===== config.mk =====
export PLATFORM = sky130hd
export DESIGN_NAME = umi_gpio_master
export DESIGN_NICKNAME = d
export VERILOG_FILES = /design/src/rtl/umi_gpio_pkg.sv /design/src/rtl/umi_gpio_timer.sv /design/src/rtl/umi_gpio_master.sv
export SDC_FILE = /design/constraint.sdc
export NUM_CORES = 1
export LEC_CHECK = 0
export ABC_AREA = 1
export CORE_AREA = 2 2 354 356
export CTS_CLUSTER_SIZE = 16
export DETAILED_ROUTE_END_ITERATION = 8
export DIE_AREA = 0 0 356 358
export HOLD_SLACK_MARGIN = 0.03
export PLACE_DENSITY_LB_ADDON = 0.1
export SYNTH_ARGS = -nofsm -noshare
export SYNTH_HDL_FRONTEND = slang
export SYNTH_SLANG_ARGS = --single-unit

===== constraint.sdc =====
create_clock -name clk -period 3.1 [get_ports clk]
set_input_delay 0.31 -clock clk [delete_from_list [all_inputs] [get_ports clk]]
set_output_delay 0.31 -clock clk [all_outputs]
set_load 0.01 [all_outputs]

===== src/rtl/umi_gpio_pkg.sv =====
// Shared UMI opcodes and master FSM state encoding for the GPIO-style UMI master.
package umi_gpio_pkg;

    localparam logic [4:0] REQ_READ   = 5'h01;
    localparam logic [4:0] REQ_WRITE  = 5'h03;
    localparam logic [4:0] RESP_READ  = 5'h02;
    localparam logic [4:0] RESP_WRITE = 5'h04;

    typedef enum logic [1:0] {
        IDLE = 2'd0,
        REQ  = 2'd1,
        WAIT = 2'd2,
        DONE = 2'd3
    } state_t;

    // UMI size field: log2 of the transfer width in bytes.
    function automatic logic [2:0] umi_size(input int rwidth, input int wwidth);
        int maxw;
        maxw = (rwidth > wwidth) ? rwidth : wwidth;
        return 3'($clog2(maxw / 8));
    endfunction

endpackage


===== src/rtl/umi_gpio_timer.sv =====
// Response timeout counter: cleared outside WAIT, counts WAIT cycles, flags TIMEOUT-1.
module umi_gpio_timer
    import umi_gpio_pkg::*;
#(
    parameter int TIMEOUT = 1024
) (
    input  logic clk,
    input  logic nreset,
    input  logic clear,
    input  logic enable,
    output logic expired
);

    localparam int CNTW = (TIMEOUT > 2) ? $clog2(TIMEOUT) : 1;

    logic [CNTW-1:0] cnt_q, cnt_d;

    assign expired = enable && !clear && (cnt_q == CNTW'(TIMEOUT - 1));

    always_comb begin
        cnt_d = cnt_q;
        if (clear) begin
            cnt_d = '0;
        end else if (enable && !expired) begin
            cnt_d = cnt_q + 1'b1;
        end
    end

    always_ff @(posedge clk or negedge nreset) begin
        if (!nreset) begin
            cnt_q <= '0;
        end else begin
            cnt_q <= cnt_d;
        end
    end

endmodule


===== src/rtl/umi_gpio_master.sv =====
// Single-outstanding UMI host: turns a local read/write command into one UMI request/response.
// Optional response timeout enabled by defining UMI_GPIO_MASTER_TIMEOUT_EN.
module umi_gpio_master
    import umi_gpio_pkg::*;
#(
    parameter int          DW      = 256,
    parameter int          AW      = 64,
    parameter int          CW      = 32,
    parameter int          RWIDTH  = 32,
    parameter int          WWIDTH  = 32,
    parameter logic [AW-1:0] DSTADDR = '0,
    parameter logic [AW-1:0] SRCADDR = '0,
    parameter int          TIMEOUT = 1024
) (
    input  logic              clk,
    input  logic              nreset,
    input  logic              cmd_valid,
    input  logic              cmd_write,
    input  logic [WWIDTH-1:0] cmd_wdata,
    output logic              cmd_ready,
    output logic              rsp_valid,
    output logic [RWIDTH-1:0] rsp_rdata,
    output logic              rsp_error,
    input  logic              rsp_ready,
    output logic              uhost_req_valid,
    output logic [CW-1:0]     uhost_req_cmd,
    output logic [AW-1:0]     uhost_req_dstaddr,
    output logic [AW-1:0]     uhost_req_srcaddr,
    output logic [DW-1:0]     uhost_req_data,
    input  logic              uhost_req_ready,
    input  logic              uhost_resp_valid,
    input  logic [CW-1:0]     uhost_resp_cmd,
    input  logic [AW-1:0]     uhost_resp_dstaddr,
    input  logic [AW-1:0]     uhost_resp_srcaddr,
    input  logic [DW-1:0]     uhost_resp_data,
    output logic              uhost_resp_ready
);

    localparam logic [2:0] SIZE = umi_size(RWIDTH, WWIDTH);

    state_t            state_q, state_d;
    logic              write_q, write_d;
    logic [WWIDTH-1:0] wdata_q, wdata_d;
    logic [RWIDTH-1:0] rdata_q, rdata_d;
    logic              error_q, error_d;
    logic              expired;

`ifdef UMI_GPIO_MASTER_TIMEOUT_EN
    umi_gpio_timer #(
        .TIMEOUT (TIMEOUT)
    ) u_timer (
        .clk     (clk),
        .nreset  (nreset),
        .clear   (state_q != WAIT),
        .enable  (state_q == WAIT),
        .expired (expired)
    );
`else
    logic [31:0] unused_timeout;
    assign unused_timeout = 32'(TIMEOUT);
    assign expired        = 1'b0;
`endif

    // Address fields, upper data bits and upper command bits of responses carry nothing we use.
    logic unused_resp;
    assign unused_resp = ^{uhost_resp_cmd[CW-1:5], uhost_resp_dstaddr, uhost_resp_srcaddr,
                           uhost_resp_data[DW-1:RWIDTH]};

    always_comb begin
        uhost_req_cmd      = '0;
        uhost_req_cmd[4:0] = write_q ? REQ_WRITE : REQ_READ;
        uhost_req_cmd[7:5] = SIZE;
    end

    assign cmd_ready         = nreset && (state_q == IDLE);
    assign uhost_req_valid   = (state_q == REQ);
    assign uhost_req_dstaddr = DSTADDR;
    assign uhost_req_srcaddr = SRCADDR;
    assign uhost_req_data    = DW'(wdata_q);
    assign uhost_resp_ready  = (state_q == WAIT);
    assign rsp_valid         = (state_q == DONE);
    assign rsp_rdata         = rdata_q;
    assign rsp_error         = error_q;

    always_comb begin
        state_d = state_q;
        write_d = write_q;
        wdata_d = wdata_q;
        rdata_d = rdata_q;
        error_d = error_q;
        case (state_q)
            IDLE: begin
                if (cmd_valid) begin
                    write_d = cmd_write;
                    wdata_d = cmd_write ? cmd_wdata : '0;
                    state_d = REQ;
                end
            end
            REQ: begin
                if (uhost_req_ready) begin
                    state_d = WAIT;
                end
            end
            WAIT: begin
                // A response in the expiry cycle takes priority over the timeout.
                if (uhost_resp_valid) begin
                    rdata_d = write_q ? '0 : uhost_resp_data[RWIDTH-1:0];
                    error_d = (uhost_resp_cmd[4:0] != (write_q ? RESP_WRITE : RESP_READ));
                    state_d = DONE;
                end else if (expired) begin
                    rdata_d = '0;
                    error_d = 1'b1;
                    state_d = DONE;
                end
            end
            DONE: begin
                if (rsp_ready) begin
                    state_d = IDLE;
                end
            end
            default: state_d = IDLE;
        endcase
    end

    always_ff @(posedge clk or negedge nreset) begin
        if (!nreset) begin
            state_q <= IDLE;
            write_q <= 1'b0;
            wdata_q <= '0;
            rdata_q <= '0;
            error_q <= 1'b0;
        end else begin
            state_q <= state_d;
            write_q <= write_d;
            wdata_q <= wdata_d;
            rdata_q <= rdata_d;
            error_q <= error_d;
        end
    end

endmodule


======== Yosys cells after proc, flatten, opt, wreduce, memory -nomap -nowiden ========
Cells that the tools add are included.
storage, ports and cells
  register bits ........................... 68
  input port bits ......................... 455
cells by class
  multiplexer cells ....................... 9
  equality and inequality tests ........... 8
  reductions and logical operators ........ 5
operators by type and width
  cell                                                    number
  2-to-1 mux 32 bit                                       2
  2-to-1 mux 2 bit                                        5
  one-hot mux 2 bit (4 select lines)                      1
  inequality test 5 x 3 -> 1 bit                          1
  equality test 2 bit (second input constant)             2
  inequality test 2 x 1 -> 1 bit (second input constant)  2
  inequality test 2 bit (second input constant)           2
  AND reduction 2 bit                                     2
  AND reduction 4 bit                                     1
  2-to-1 mux 3 bit                                        1
  equality test 2 x 1 -> 1 bit (second input constant)    1
  zero test 2 bit                                         1
  logical AND 1 bit                                       1

======== Depth between registers and ports, before layout ========
  depth after elaboration ................. 3
  gate-level depth with buffers ........... 7
  gate-level depth less buffers ........... 7

======== Least setup slack after synthesis ========
Ideal clock, no wire load.
  path kind ............................... register to register
  start point ............................. register state_q[0]
  end point ............................... register rdata_q[0], in the netlist rsp_rdata[0]
  period minus slack after synthesis ...... 1.335 ns
  cell stages (with the launch flop) ...... 8
  library setup time ...................... 0.127 ns
  arrival ................................. 1.208 ns
  path slack .............................. 1.765 ns
  cells stage by stage .................... dfrtp_1 -> inv_1 -> ha_1 -> nand2_1 -> buf_6 -> buf_6 -> nand2_1 -> o21ai_0
between the ends
  cells in the longest elaborated chain, start to end .. 2
RTL lines
  item                                  RTL line                text
  start: declaration                    umi_gpio_master.sv:41   state_t state_q, state_d;
  start signal: assignment              umi_gpio_master.sv:133  state_q <= state_d;
  equality test 2 bit                   --
  via uhost_resp_ready                  umi_gpio_master.sv:36   output logic uhost_resp_ready
  AND reduction 2 bit (no source line)  --
  end signal: assignment                umi_gpio_master.sv:136  rdata_q <= rdata_d;
  end: declaration                      umi_gpio_master.sv:44   logic [RWIDTH-1:0] rdata_q, rdata_d;
The timed path passes the listed nets, and every way through them passes these cells.
A chain may end at the register's enable or synchronous reset.

======== Worst setup path after layout ========
  start point ............................. register state_q[0]
  end point ............................... output uhost_resp_ready
between the ends
  cells in the longest elaborated chain, start to end .. 1
RTL lines
  item                 RTL line               text
  equality test 2 bit  umi_gpio_master.sv:80  assign uhost_resp_ready = (state_q == WAIT);
  end: declaration     umi_gpio_master.sv:36
Every way passes these cells.

==> impl_summary.log <==
INFO  metric syn2layout_area_growth = 39.6%
INFO  metric design.core.area = between 100,000 and 150,000 um^2
INFO  metric synth-warning-count = 0
INFO  metric detailedRoute.firstIterationViolations = 92
INFO  metric overflow = 0
INFO  metric cts.repair.resized = 0
INFO  metric route.detailed.vias_per_inst = roughly 1.5
INFO  metric htree_levels = 3
INFO  metric place.port_buffers = 145
INFO  metric crit_arrival = 1850 ps
INFO  metric asyncSetResetFlopFracSynth = 100%
INFO  metric syn_inst = 709
INFO  metric globalRouteTotalUtil = under 10%
INFO  metric timing.setup.critical_path_class = flip-flop to output port
INFO  metric fill_cell_total_of_the_finished_layout = 14.6k
INFO  metric drive_gt1_share = slightly below 6%
INFO  metric met3_usage = under 10%
INFO  metric power_density = 624 nW/um^2
INFO  metric slew_viol_final = 0
INFO  metric maxCapViolations = 0
INFO  metric first_global_vias = 3,025
INFO  metric setup_violations = 0
INFO  metric pin_count_of_the_biggest_net_entering_global_routing = 69
INFO  metric buffers_from_clock_root_to_sink_at_most = 2
INFO  metric vdd.ir_drop.worst = about 270 uV
INFO  metric endpoint_kind = output port
INFO  metric seqCellArea = about 1700 um^2
INFO  metric outcome = finished clean
INFO  metric first_pass_grt_wire_length = 25.3 mm
INFO  metric tritoncts.num_buffers = 9
INFO  metric setup-tns-final = 0 ps
INFO  metric global_route.usage.met1 = roughly 3.8%
INFO  metric maximum_achievable_frequency = ~0.46 GHz
INFO  metric synth.avg_cell_area = 8.27 um^2
INFO  metric design.final.nets = roughly 1.3k
INFO  metric crit_required = roughly 2800 ps
INFO  metric type_of_the_worst_min_delay_path = input port to flip-flop
INFO  metric r2r_setup_slack = around 1300 ps
INFO  metric detailedPlacementHpwl = approximately 15 mm
INFO  metric ys_types = 18
INFO  metric worst_setup_hold_path_clk_slew = around 90 ps
INFO  metric antenna_violating_nets_post_route = 0
INFO  metric globalRouteMet2Util = approximately 3.9%
INFO  metric dieArea = ~130,000 um^2
INFO  metric hold_path_startpoint = cmd_wdata[18]
INFO  metric clock-sinks = 68
INFO  metric vias = about 3.6k
INFO  metric number_of_antenna_violations_at_the_first_check_in_global_routing = 3
INFO  metric rsz0062_at_grt = no
INFO  metric synth.ff_latch_count = just under 70
INFO  metric timing.final.crit_period = between 2000 and 2500 ps
INFO  metric clock_latency_late_sink = 390 ps
INFO  metric pin_count = a little over 900
INFO  metric synth_enable_flop_cells = 0
INFO  metric die_w = about 360 um
INFO  metric leakage = between 3 and 4 nW
INFO  metric ctsRootBufferMaster = clkbuf_16
INFO  metric tightest_slew = 684 ps
INFO  metric post-place-cells = between 2k and 2.5k
INFO  metric clock-skew-final = ~24 ps
INFO  metric global_route.peak_usage_layer = met2
INFO  metric dieHeight = about 360 um
INFO  metric critical_path_source_type = flip-flop
INFO  metric initial_utilization = ~4.8%
INFO  metric r2r.worst_path.cells = 5
INFO  metric destination_of_the_worst_hold_path = wdata_q[18]
INFO  metric multi_input_combinational_cell_area = approximately 2500 um^2
INFO  metric finalPower = a little over 5 mW
INFO  metric cts_tree = built
INFO  metric r2r_start = state_q[0]
INFO  metric place.gp.congestion = roughly 0.61
INFO  metric slew_headroom = a little over half
INFO  metric row_count = approximately 130
INFO  metric drt_wl_total = just under 20 mm
INFO  metric finalCritPeriodShare = 69.5%
INFO  metric final_non_filler_cell_total = ~2.5k
INFO  metric ys_dominant_reg_cell = dfrtp_1
INFO  metric timing.hold.worst_path_depth = 3
INFO  metric timing.final.hold_violations = 0
INFO  metric drt_first_pass_iters = 4
INFO  metric drt-wirelength-per-cell = about 8 um
INFO  metric ys_seq_area_share = 29.0%
INFO  metric drc_violations_left = 0
INFO  metric end_of_the_worst_register_to_register_path = wdata_q[27]
INFO  metric synthesis.area = roughly 6000 um^2
INFO  metric path_max_fanout = 5
==> layout make-up <==
type	instances	share of cell area, %
Clock inverter	7	1.51
Inverter	11	0.504
Antenna cell	2	0.0611
Clock buffer	9	2.75
Tap cell	1637	25.0
Timing Repair Buffer	152	18.8
Sequential cell	68	20.8
Multi-Input combinational cell	606	30.6
==> report_power, final <==
part / internal, mW / switching [mW] / leakage, nW
logic: 0.999 / 1.30 / 2.40
clock network: 0.794 / 0.568 / 0.166
registers: 1.25 / 0.206 / 0.876
==> flip-flops by register name (all words and copies together), names as in the netlist <==
register,cells
rsp_error,1
rsp_rdata,32
state_q,2
wdata_q,32
write_q,1
==> placed cells by master (no fill, tap or decap) <==
| cell type | instances |
|---|---|
| a21oi_1 | 2 |
| buf_12 | 3 |
| buf_4 | 4 |
| bufinv_16 | 3 |
| clkbuf_16 | 9 |
| clkdlybuf4s50_1 | 144 |
| clkinv_1 | 1 |
| clkinv_4 | 2 |
| clkinvlp_4 | 1 |
| conb_1 | 383 |
| dfrtp_1 | 68 |
| diode_2 | 2 |
| dlygate4sd3_1 | 1 |
| ha_1 | 4 |
| inv_1 | 10 |
| inv_6 | 1 |
| nand2_1 | 142 |
| nand2_2 | 1 |
| nand2_4 | 1 |
| nand3_1 | 1 |
| nand3b_1 | 1 |
| nor2_1 | 3 |
| o21ai_0 | 35 |
| o21ai_1 | 8 |
| o21ai_2 | 24 |
| or2_2 | 1 |
==> cells in the mapped netlist, types with 2 or more instances <==
library cell / instances / area share, %
nor2_1: 3 / 0.19
o21ai_1: 8 / 0.68
buf_6: 11 / 2.1
conb_1: 2 / 0.13
buf_2: 5 / 0.43
dfrtp_1: 68 / 29
inv_1: 11 / 0.70
nand2_1: 143 / 9.1
o21ai_2: 24 / 3.6
o21ai_0: 35 / 3.0
ha_1: 4 / 0.85
clkbuf_1: 3 / 0.19
buf_4: 386 / 49
a21oi_1: 2 / 0.17
==> worst max-delay path by stage <==
stage                          start  slack (ps)               end
after global placement     cmd_valid        1160       wdata_q[29]
after global routing      state_q[0]         830  uhost_resp_ready
final                     state_q[0]         940  uhost_resp_ready
after detailed placement   cmd_valid        1170       wdata_q[29]
after floorplan           state_q[0]        1770      rsp_rdata[0]
after CTS                 state_q[0]         870  uhost_resp_ready
==> layer usage <==
layer	routed length [um]	part of all wire, %
met1	8720	44
met2	8460	43
met3	2370	12
met4	206	1.0
met5	7	0.035
==> stage by stage <==
| step | worst slack [ps] | hold WS [ps] | util (%) | cell area [um^2] |
|---|---|---|---|---|
| final | 944 | 474 | 6.64 | 8190 |
| after global routing | 831 | 457 | 6.64 | 8190 |
| after CTS | 874 | 420 | 6.64 | 8190 |
| after detailed placement | 1170 | 466 | 6.35 | 7830 |
| after global placement | 1160 | 466 | 6.35 | 7830 |
| after floorplan | 1770 | 14.4 | - | 7300 |
==> worst max-delay path: stages (launching register included) <==
cell and delay [ps]:
dfrtp_1 420, inv_1 90, ha_1 330, clkdlybuf4s50_1 620
==> timing repair <==
action                                  CTS  global route
endpoints found under the hold margin    32             0
endpoints found under the setup margin    0             0
buffers inserted                          0             0
hold buffers                              1             0
==> cells by family after synthesis <==
| kind of cell | count (synthesis) | share of synthesized area, % |
|---|---|---|
| buffers and inverters | 416 | 52.8 |
| and+or+nand+nor | 150 | 9.77 |
| AOI/OAI and AO/OA | 69 | 7.42 |
| DFF | 68 | 29.0 |
| adders and majority gates | 4 | 0.853 |
| other | 2 | 0.128 |
No activity file was read; power rests on OpenSTA's default activity.
